File: src/rtl/ahb_lite_regslave.sv
// AHB-Lite register-file subordinate with programmable wait states, two-cycle ERROR response and doorbell irq.
// Latency: WAIT_CYC+1 cycles per OKAY transfer, 2 cycles per ERROR; stalls the bus via hreadyout in WAIT/ERR1.
module ahb_lite_regslave #(
   parameter int          NREG     = 16,
   parameter int          WAIT_CYC = 0,
   parameter logic [31:0] ID_VAL   = 32'hC0FF_EE01
) (
   input  logic        clk,
   input  logic        rst,
   input  logic        hsel,
   input  logic [31:0] haddr,
   input  logic [1:0]  htrans,
   input  logic        hwrite,
   input  logic [2:0]  hsize,
   input  logic [31:0] hwdata,
   input  logic        hready,
   output logic [31:0] hrdata,
   output logic        hreadyout,
   output logic        hresp,
   output logic        irq
);

   localparam int         AW  = $clog2(NREG);
   localparam logic [12:0] LIM = 13'(NREG * 4);

   typedef enum logic [2:0] {S_IDLE, S_WAIT, S_LAST, S_ERR1, S_ERR2} state_t;

   state_t        state_q, state_d;
   logic [2:0]    cnt_q, cnt_d;
   logic [AW-1:0] idx_q, idx_d;
   logic [1:0]    lane_q, lane_d;
   logic [1:0]    size_q, size_d;
   logic          write_q, write_d;
   logic          irq_q, irq_d;
   logic [31:0]   regs_q [NREG];

   logic          cap;
   logic          illegal;
   logic          commit;
   logic [3:0]    be;
   logic [31:0]   wmask;
   logic          unused_bits;

   assign unused_bits = ^{haddr[31:12], htrans[0]};

   // Only states that present hreadyout=1 may accept a new address phase.
   always_comb begin
      cap = hsel & htrans[1] & hready &
            ((state_q == S_IDLE) | (state_q == S_LAST) | (state_q == S_ERR2));
      illegal = ({1'b0, haddr[11:0]} >= LIM) |
                (hsize > 3'd2) |
                ((hsize == 3'd1) & haddr[0]) |
                ((hsize == 3'd2) & (haddr[1:0] != 2'b00));
   end

   always_comb begin
      state_d = state_q;
      cnt_d   = cnt_q;
      idx_d   = idx_q;
      lane_d  = lane_q;
      size_d  = size_q;
      write_d = write_q;
      case (state_q)
         S_WAIT: begin
            if (cnt_q == 3'd1) begin
               state_d = S_LAST;
            end else begin
               cnt_d = cnt_q - 3'd1;
            end
         end
         S_ERR1: state_d = S_ERR2;
         default: begin
            state_d = S_IDLE;
            if (cap) begin
               idx_d   = haddr[AW+1:2];
               lane_d  = haddr[1:0];
               size_d  = hsize[1:0];
               write_d = hwrite;
               if (illegal) begin
                  state_d = S_ERR1;
               end else if (WAIT_CYC > 0) begin
                  state_d = S_WAIT;
                  cnt_d   = 3'(WAIT_CYC);
               end else begin
                  state_d = S_LAST;
               end
            end
         end
      endcase
   end

   always_comb begin
      commit = (state_q == S_LAST) & write_q;
      case (size_q)
         2'd0:    be = 4'b0001 << lane_q;
         2'd1:    be = lane_q[1] ? 4'b1100 : 4'b0011;
         default: be = 4'b1111;
      endcase
      wmask = {{8{be[3]}}, {8{be[2]}}, {8{be[1]}}, {8{be[0]}}};
   end

   // A doorbell write sets the pending bit; reg1 clears it only when lane 0 carries a 1.
   always_comb begin
      irq_d = irq_q;
      if (commit && idx_q == AW'(2)) begin
         irq_d = 1'b1;
      end else if (commit && idx_q == AW'(1) && be[0] && hwdata[0]) begin
         irq_d = 1'b0;
      end
   end

   always_ff @(posedge clk or posedge rst) begin
      if (rst) begin
         state_q <= S_IDLE;
         cnt_q   <= '0;
         idx_q   <= '0;
         lane_q  <= '0;
         size_q  <= '0;
         write_q <= 1'b0;
         irq_q   <= 1'b0;
      end else begin
         state_q <= state_d;
         cnt_q   <= cnt_d;
         idx_q   <= idx_d;
         lane_q  <= lane_d;
         size_q  <= size_d;
         write_q <= write_d;
         irq_q   <= irq_d;
      end
   end

   always_ff @(posedge clk or posedge rst) begin
      if (rst) begin
         for (int i = 0; i < NREG; i++) begin
            regs_q[i] <= '0;
         end
      end else if (commit && idx_q > AW'(1)) begin
         regs_q[idx_q] <= (regs_q[idx_q] & ~wmask) | (hwdata & wmask);
      end
   end

   // Read data comes straight from the register array so a write committed on the
   // previous edge is visible to a pipelined read of the same word.
   always_comb begin
      hrdata = '0;
      if (state_q == S_LAST && !write_q) begin
         if (idx_q == AW'(0)) begin
            hrdata = ID_VAL;
         end else if (idx_q == AW'(1)) begin
            hrdata = {31'b0, irq_q};
         end else begin
            hrdata = regs_q[idx_q];
         end
      end
   end

   assign hreadyout = (state_q != S_WAIT) && (state_q != S_ERR1);
   assign hresp     = (state_q == S_ERR1) || (state_q == S_ERR2);
   assign irq       = irq_q;

endmodule

File: config.mk
export PLATFORM = sky130hd
export DESIGN_NAME = ahb_lite_regslave
export DESIGN_NICKNAME = d
export VERILOG_FILES = /design/src/rtl/ahb_lite_regslave.sv
export SDC_FILE = /design/constraint.sdc
export NUM_CORES = 1
export LEC_CHECK = 0
export CAP_MARGIN = 20
export CELL_PAD_IN_SITES_DETAIL_PLACEMENT = 0
export CELL_PAD_IN_SITES_GLOBAL_PLACEMENT = 1
export CORE_ASPECT_RATIO = 0.5
export CORE_UTILIZATION = 53
export DETAILED_ROUTE_END_ITERATION = 16
export HOLD_SLACK_MARGIN = 0.05
export PLACE_DENSITY_LB_ADDON = 0.1
export SYNTH_ARGS = -nofsm -noshare
export SYNTH_HDL_FRONTEND = slang
export SYNTH_SLANG_ARGS = --single-unit
File: constraint.sdc
create_clock -name clk -period 45.3 [get_ports clk]
set_input_delay 4.53 -clock clk [delete_from_list [all_inputs] [get_ports clk]]
set_output_delay 4.53 -clock clk [all_outputs]
set_load 0.01 [all_outputs]
==> Yosys cells after proc, flatten, opt, wreduce, memory -nomap -nowiden <==
Index checks and enable logic that the tools add are counted.
W data, S select, Z words.
{ "totals": {"out_inout_bits": 35, "word_cells": 96, "regBits": 528, "in_bits": 74} }
{ "classes": {"n_reduce_logical": 18, "bitwise_logic": 18, "magnitude_cmp": 5, "add_sub_neg": 1, "shift": 1, "mux": 17, "eq_ne": 13} }
{ "ops": {"columns": ["op", "count"], "rows": [
  ["$bwmux W512", 1],
  ["$mux W32", 6],
  ["$bmux W32 S4", 1],
  ["$demux W32 S4", 1],
  ["$and A32 B32 Y32", 2],
  ["$not A32 Y32", 1],
  ["$or A32 B32 Y32", 1],
  ["$ge A12 B7 Y1 const B", 1],
  ["$eq A3 B1 Y1 const B", 3],
  ["$eq A3 B2 Y1 const B", 3],
  ["$logic_and A1 B1 Y1", 8],
  ["$pmux W4 S2", 1],
  ["$and A1 B1 Y1", 6],
  ["$pmux W3 S2", 1],
  ["$ge A5 B5 Y1 const B", 1],
  ["$lt A5 B1 Y1 const B", 1],
  ["$not A4 Y5", 1],
  ["$or A1 B1 Y1", 5],
  ["$eq A4 B1 Y1 const B", 1],
  ["$eq A4 B2 Y1 const B", 1],
  ["$gt A4 B1 Y1 const B", 1],
  ["$logic_not A4 Y1", 1],
  ["$mux W4", 1],
  ["$reduce_and A2 Y1", 2],
  ["other kinds (18)", 22]
]} }

==> Longest topological paths before layout <==
Gate-level depths: netlist (run 1).
{ "depth": {"word_depth": 7, "ltp_mapped": 8, "depth_no_buf": 6} }

==> Worst setup path before layout (run 1) <==
Ideal clock, no wire load.
{ "synth_path": {"path_kind": "register to output", "start": "register idx_q[0]", "end": "output port hrdata[1]", "path_stages_with_launch": 7, "slack_ns": 38.931, "required_time_ns": 40.770, "t_arrival_ns": 1.839, "path_buffers": 2, "cell_sequence": "dfrtp_1 buf_6 buf_2 mux4_2 mux2i_1 nor2_1 a31o_2"} }
{ "synth_via": {"elab_chain_cells": 7, "word_cells_on_any_way": 9, "classes_between": "eq/ne (1); mux (6); bitwise (1); reduce/logical (1)"} }
{ "synth_lines": {"columns": ["item", "line", "rtl"], "rows": [
  ["start, declared", "30", "logic [AW-1:0] idx_q, idx_d;"],
  ["start signal, assigned", "124", "idx_q <= idx_d;"],
  ["$not A4 Y5 (not written as such)", "152", "hrdata = regs_q[idx_q];"],
  ["$bmux W32 S4", "152", null],
  ["$mux W32 (not written as such) (2 in series)", "152", null],
  ["$mux W32", "149", "end else if (idx_q == AW'(1)) begin"],
  ["$mux W32 *", "147", "if (idx_q == AW'(0)) begin"],
  ["$mux W32 *", "146", "if (state_q == S_LAST && !write_q) begin"],
  ["end, declared", "17", "output logic [31:0] hrdata,"]
]} }
Every way passes the cells marked *; elsewhere a longest branch is shown, timed or not. The select of a mux whose other input is x is not followed.

==> Worst setup path in the final report (run 1) <==
{ "layout_path": {"start": "register idx_q[0]", "end": "output port hrdata[31]"} }
The elaborated chain is that of the path after synthesis.

==> results of run 1 <==
[cell type report]
cell class	instances	area, µm²
tap	627	785
sequential	528	13200
clock inverter	14	151
clock buffer	71	1430
antenna	1	2.50
multi-input combinational	1465	10700
timing repair buffer	138	1330
inverter	8	40.0
fill	3837	18100
[power by group through the flow]
stage / combinational, mW / sequential (mW) / clock [mW]
after detailed placement: 0.732 / 0.752 / 0
after global routing: 0.805 / 0.767 / 0.443
after floorplan: 0.571 / 0.708 / 0
after CTS: 0.734 / 0.744 / 0.425
final: 0.738 / 0.746 / 0.417
after global placement: 0.721 / 0.746 / 0
[cells in the mapped netlist (all sizes together), types with 10 or more instances]
cell type / count
a21o: 11
o21ai: 184
buf: 82
nor2: 220
nand2: 253
dfrtp: 528
mux4: 95
o2bb2ai: 10
a221oi: 117
clkbuf: 139
nand3: 18
a211oi: 39
a31o: 15
a21oi: 96
mux2: 44
a22oi: 17
nor3: 44
o22ai: 70
o31ai: 11
mux2i: 143
nor4: 10
[per-stage QoR]
stage / total power, mW / hold slack, ns / instance area, µm² / util, %
floorplan: 1.28 / 0.424 / 24900 / -
global placement: 1.47 / 0.360 / 25900 / 56.7
detailed placement: 1.48 / 0.363 / 26000 / 56.8
CTS: 1.90 / 0.378 / 27600 / 60.2
global route: 2.02 / 0.384 / 27600 / 60.4
finish: 1.90 / 0.373 / 27600 / 60.4
[sequential cells by signal, indices dropped and copies added, names as in the netlist]
signal	cells
lane_q	2
idx_q	4
state_q	3
regs_q	512
size_q	2
write_q	1
cnt_q	3
irq	1
[cells by family after synthesis]
logic type               share of synthesized area (%)
buffers and inverters                             4.20
AO/OA/AOI/OAI                                     15.6
AND/OR/NAND/NOR                                   10.4
adder cells (fa/ha/maj)                          0.101
XOR/XNOR                                        0.0704
flip-flops                                        53.1
multiplexers                                      16.6
[per-layer routing]
layer  wire [µm]  global-route usage (%)
met2       29900                    43.8
met4        1370                    6.75
met5           0                       0
met1       31800                    44.9
met3        5830                    5.41
[final timing paths]
kind	slack, ns	from	cells after the start	end
max	36.57	idx_q[0]	7	hrdata[31]
min	0.37	regs_q[508]	0	regs_q[508]
max reg2reg	41.54	idx_q[0]	5	regs_q[117]
min reg2reg	0.37	regs_q[508]	0	regs_q[508]
max in group asynchronous	37.56	rst	5	regs_q[375]
min in group asynchronous	4.54	rst	2	regs_q[103]
[critical path: stages (launching register included)]
cell,delay (ns)
dfrtp_4,0.84
buf_12,0.65
nand2b_1,0.51
o211ai_1,0.32
buf_4,0.32
nand3b_1,0.15
o21ai_0,0.18
clkdlybuf4s50_1,0.54
==> impl_metrics.py, run 1 <==
metrics = {
    "sta": {
        "rsz0062_at_grt": "false",
        "fin_crit_sh_pct": 19.3,
        "worst_slack_ns": 36.57,
        "fin_skew_ns": 0.0109,
        "slew-limit-headroom_pct": 19.7,
        "finalHoldViolCount": 0,
        "tns_ns": 0,
        "setup_violations": 0,
        "fin_crit_ns": 8.73,
        "tightest_slew_ns": 1.20,
        "finalMaxSlewViolations": 0,
        "fmax_ghz": 0.115,
    },
    "global_route": {
        "grt_pass1_vias": 17600,
        "grt_usage_pct": 29.4,
        "grt_max_degree": 147,
        "antenna_found_initial": 2,
        "grt-ovfl-total": 0,
        "grt_pass1_wl_mm": 107,
    },
    "synth": {
        "syn-num-nets": 2298,
        "syn-instance-count": 2222,
        "synth_area_mm2": 0.0249,
        "syn_avg_cell_area_um2": 11.2,
        "synthTopCellsByArea": "dfrtp_1 53%, mux4_2 8.6%, mux2i_1 5.1%",
        "synth_cell_types": 60,
        "synth_top_area_cell": "dfrtp_1",
        "ys_seq_area_share_pct": 53.1,
        "synth_seq_cells": 528,
        "synth.top_cell.area_share_pct": 53.1,
        "synth_edf_count": 0,
        "synth_ff_type": "dfrtp_1",
        "ys_async_sr_fraction_pct": 100,
        "yosysWarnings": 0,
    },
    "final_layout": {
        "final_common_cell": "dfrtp_1",
        "fin_cells": 2852,
        "final_layout_size_suffix_gt1_share_pct": 15.0,
        "nNetsFinal": 2265,
        "final_cell_mix": "526 x dfrtp_1, 253 x nand2_1, 218 x nor2_1",
        "syn_to_final_growth_pct": 11.0,
    },
    "die": {
        "ios": 109,
        "core_area_mm2": 0.0458,
        "die_w_um": 308,
        "die_h_um": 155,
        "start_util_pct": 54.4,
        "die_area_mm2": 0.0479,
        "rows": 55,
    },
    "placement": {
        "dp.cells": 2763,
        "globalplace.congestion": 0.828,
        "place_hpwl_mm": 42.1,
        "post-place-ws_ns": 36.75,
        "port_buffers": 87,
    },
    "drt": {
        "drt_wl_total_mm": 68.9,
        "via_count": 17900,
        "wl_per_cell_um": 24.2,
        "drtIter0Drc": 1819,
        "ant_nets": 0,
        "post_drt_via_cell_ratio": 6.27,
        "drtPass1Iterations": 6,
        "drcViolationCount": 0,
    },
    "clock_tree": {
        "cts_setup_buffers": 0,
        "clk_latency_ns": 0.58,
        "ctsHoldBuffers": 0,
        "clkSinkCount": 528,
        "cts_resized": 0,
        "cts-root-buf": "clkbuf_16",
        "clk_path_buf_depth": 3,
        "htree_levels": 2,
        "cts_buffers": 48,
        "path_clk_slew_ns": 0.07,
        "cts_tree": "done",
    },
    "pwr": {
        "powerDensity_mw_per_mm2": 68.8,
        "power_frac_comb_pct": 38.8,
        "power_leakage_nw": 11.4,
        "p_clk_share_pct": 21.9,
        "ir_worst_vdd_mv": 0.0403,
        "p_switching_uw": 715,
        "p_sw_share_pct": 37.6,
        "power_frac_seq_pct": 39.2,
        "intPower_mw": 1.19,
    },
    "critical_path": {
        "required_ns": 40.77,
        "cp-start-kind": "register",
        "path_class": "reg -> out",
        "crit_fanout": 103,
        "worstSetupEndpointType": "primary output",
        "critPathArrivalTime_ns": 4.20,
    },
    "run": {
        "maxCapViolCount": 0,
    },
    "run_status": {
        "status": "completed",
    },
    "hold_path": {
        "hold_path.class": "reg -> reg",
    },
}
No activity file was read; power rests on OpenSTA's default activity.
==> inputs of run 2 (changes only) <==
--- a/config.mk
+++ b/config.mk
@@ -9,7 +9,7 @@
 export CELL_PAD_IN_SITES_DETAIL_PLACEMENT = 0
 export CELL_PAD_IN_SITES_GLOBAL_PLACEMENT = 1
 export CORE_ASPECT_RATIO = 0.5
-export CORE_UTILIZATION = 53
+export CORE_UTILIZATION = 45
 export DETAILED_ROUTE_END_ITERATION = 16
 export HOLD_SLACK_MARGIN = 0.05
 export PLACE_DENSITY_LB_ADDON = 0.1
==> constraint.sdc (replaced) <==
create_clock -name clk -period 7.5 [get_ports clk]
set_input_delay 0.75 -clock clk [delete_from_list [all_inputs] [get_ports clk]]
set_output_delay 0.75 -clock clk [all_outputs]
set_load 0.01 [all_outputs]
==> impl_metrics.py, run 2 (synthesis gave the netlist of run 1 again) <==
metrics = {
    "run_status": {
        "status": "completed",
    },
    "final_layout": {
        "largest_registers": "regs_q x512, idx_q x4",
        "fin_area_mm2": 0.0278,
        "final_common_cell": "dfrtp_1",
        "final_layout_size_suffix_gt1_share_pct": 15.0,
        "syn_to_final_growth_pct": 11.7,
        "fin_cells": 2967,
        "diodes": 0,
        "final_cell_mix": "526 x dfrtp_1, 253 x nand2_1, 218 x nor2_1",
        "top_register": "regs_q",
        "nNetsFinal": 2265,
        "largest_reg_flops": 512,
    },
    "pwr": {
        "power_frac_comb_pct": 38.8,
        "p_switching_mw": 4.35,
        "powerDensity_mw_per_mm2": 415,
        "ir_worst_vdd_mv": 0.163,
        "p_clk_share_pct": 22.0,
        "power_leakage_nw": 11.4,
        "p_sw_share_pct": 37.7,
        "intPower_mw": 7.18,
        "power_frac_seq_pct": 39.2,
    },
    "drt": {
        "ant_nets": 0,
        "drt_wl_total_mm": 71.2,
        "drtIter0Drc": 1467,
        "drcViolationCount": 0,
        "post_drt_via_cell_ratio": 5.98,
        "drtPass1Iterations": 6,
        "via_count": 17700,
        "wl_per_cell_um": 24.0,
    },
    "die": {
        "ios": 109,
        "rows": 60,
        "die_h_um": 168,
        "start_util_pct": 45.9,
        "die_w_um": 335,
        "core_area_mm2": 0.0542,
        "die_area_mm2": 0.0563,
    },
    "clock_tree": {
        "path_clk_slew_ns": 0.07,
        "ctsHoldBuffers": 0,
        "htree_levels": 2,
        "cts_buffers": 49,
        "clk_path_buf_depth": 3,
        "clkSinkCount": 528,
        "cts_setup_buffers": 0,
        "cts_resized": 0,
        "clk_latency_ns": 0.59,
        "cts_tree": "done",
        "cts-root-buf": "clkbuf_16",
    },
    "hold_path": {
        "hp-start": "regs_q[482]",
        "hold_path.class": "reg -> reg",
        "holdPathStages": 0,
        "hold_end": "regs_q[482]",
    },
    "critical_path": {
        "cp_num_buf_inv": 2,
        "worstRegToRegCells": 6,
        "path_cells": "buf_4 > mux4_2 > mux2i_2 > o22ai_1 > clkdlybuf4s50_1",
        "critPathArrivalTime_ns": 4.21,
        "path_class": "reg -> out",
        "r2r_end": "regs_q[30]",
        "r2r_slack_ns": 3.92,
        "required_ns": 6.75,
        "cp-start-kind": "register",
        "worstSetupEndpointType": "primary output",
        "crit_family": "multiplexers",
        "max_stage_delay_ns": 1.11,
        "reg2reg_from": "idx_q[0]",
        "crit_fanout": 51,
        "cp_slowest_cell": "dfrtp_4",
    },
    "sta": {
        "finalMaxSlewViolations": 0,
        "fin_crit_ns": 4.96,
        "slew-limit-headroom_pct": 23.0,
        "tightest_slew_ns": 1.16,
        "worst_slack_ns": 2.54,
        "setup_violations": 0,
        "fmax_ghz": 0.202,
        "fin_skew_ns": 0.0151,
        "fin_crit_sh_pct": 66.1,
        "rsz0062_at_grt": "false",
        "finalHoldViolCount": 0,
        "whs_ns": 0.372,
    },
    "placement": {
        "globalplace.congestion": 0.801,
        "place_hpwl_mm": 44.3,
        "port_buffers": 87,
        "dp.cells": 2880,
        "place_area_mm2": 0.0262,
        "post-place-ws_ns": 3.12,
    },
    "global_route": {
        "grt_usage_pct": 25.6,
        "grt-ovfl-total": 0,
        "grt_pass1_wl_mm": 111,
        "grt_max_degree": 150,
        "antenna_found_initial": 0,
        "grt_pass1_vias": 17600,
    },
    "run": {
        "maxCapViolCount": 0,
    },
}
[run 2: power by group through the flow]
stage	Sequential (mW)	Combinational [mW]	Clock [mW]
4_1_cts	4.52	4.46	2.60
3_5_place_dp	4.56	4.45	0
6_report	4.52	4.47	2.54
3_3_place_gp	4.54	4.40	0
2_1_floorplan	4.28	3.45	0
5_1_grt	4.66	4.87	2.72
[run 2: cell type report]
cell class | count | area [µm²]
fillers | 4898 | 26400
flip-flops and latches | 528 | 13200
multi-input cells | 1465 | 10700
clock buffers | 74 | 1480
repair buffers | 137 | 1350
well taps | 744 | 931
clock inverters | 11 | 109
inverters | 8 | 36.3
[run 2: worst max-delay path by stage]
| stage | from | to | cells past startpoint |
|---|---|---|---|
| final | idx_q[0] | hrdata[26] | 5 |
| after detailed placement | idx_q[0] | hrdata[26] | 5 |
| after global routing | idx_q[0] | hrdata[26] | 5 |
| after CTS | idx_q[0] | hrdata[26] | 5 |
| after floorplan | rst | cnt_q[0] | 1 |
| after global placement | idx_q[0] | hrdata[26] | 5 |
[run 2: per-layer routing]
layer / wire [µm] / vias up / track usage [%]
met5: 0 / - / 0
met4: 1280 / 0 / 5.18
met3: 3770 / 99 / 3.69
met2: 31100 / 468 / 37.7
met1: 35000 / 9067 / 40.1
li1: - / 8114 / -
[run 2: through the flow]
step,TNS (ns),total power [mW],util (%)
2_1_floorplan,-224.99,7.73,-
3_3_place_gp,0,8.93,48.2
3_5_place_dp,0,9.01,48.3
4_1_cts,0,11.6,51.2
5_1_grt,0,12.3,51.3
6_report,0,11.5,51.3
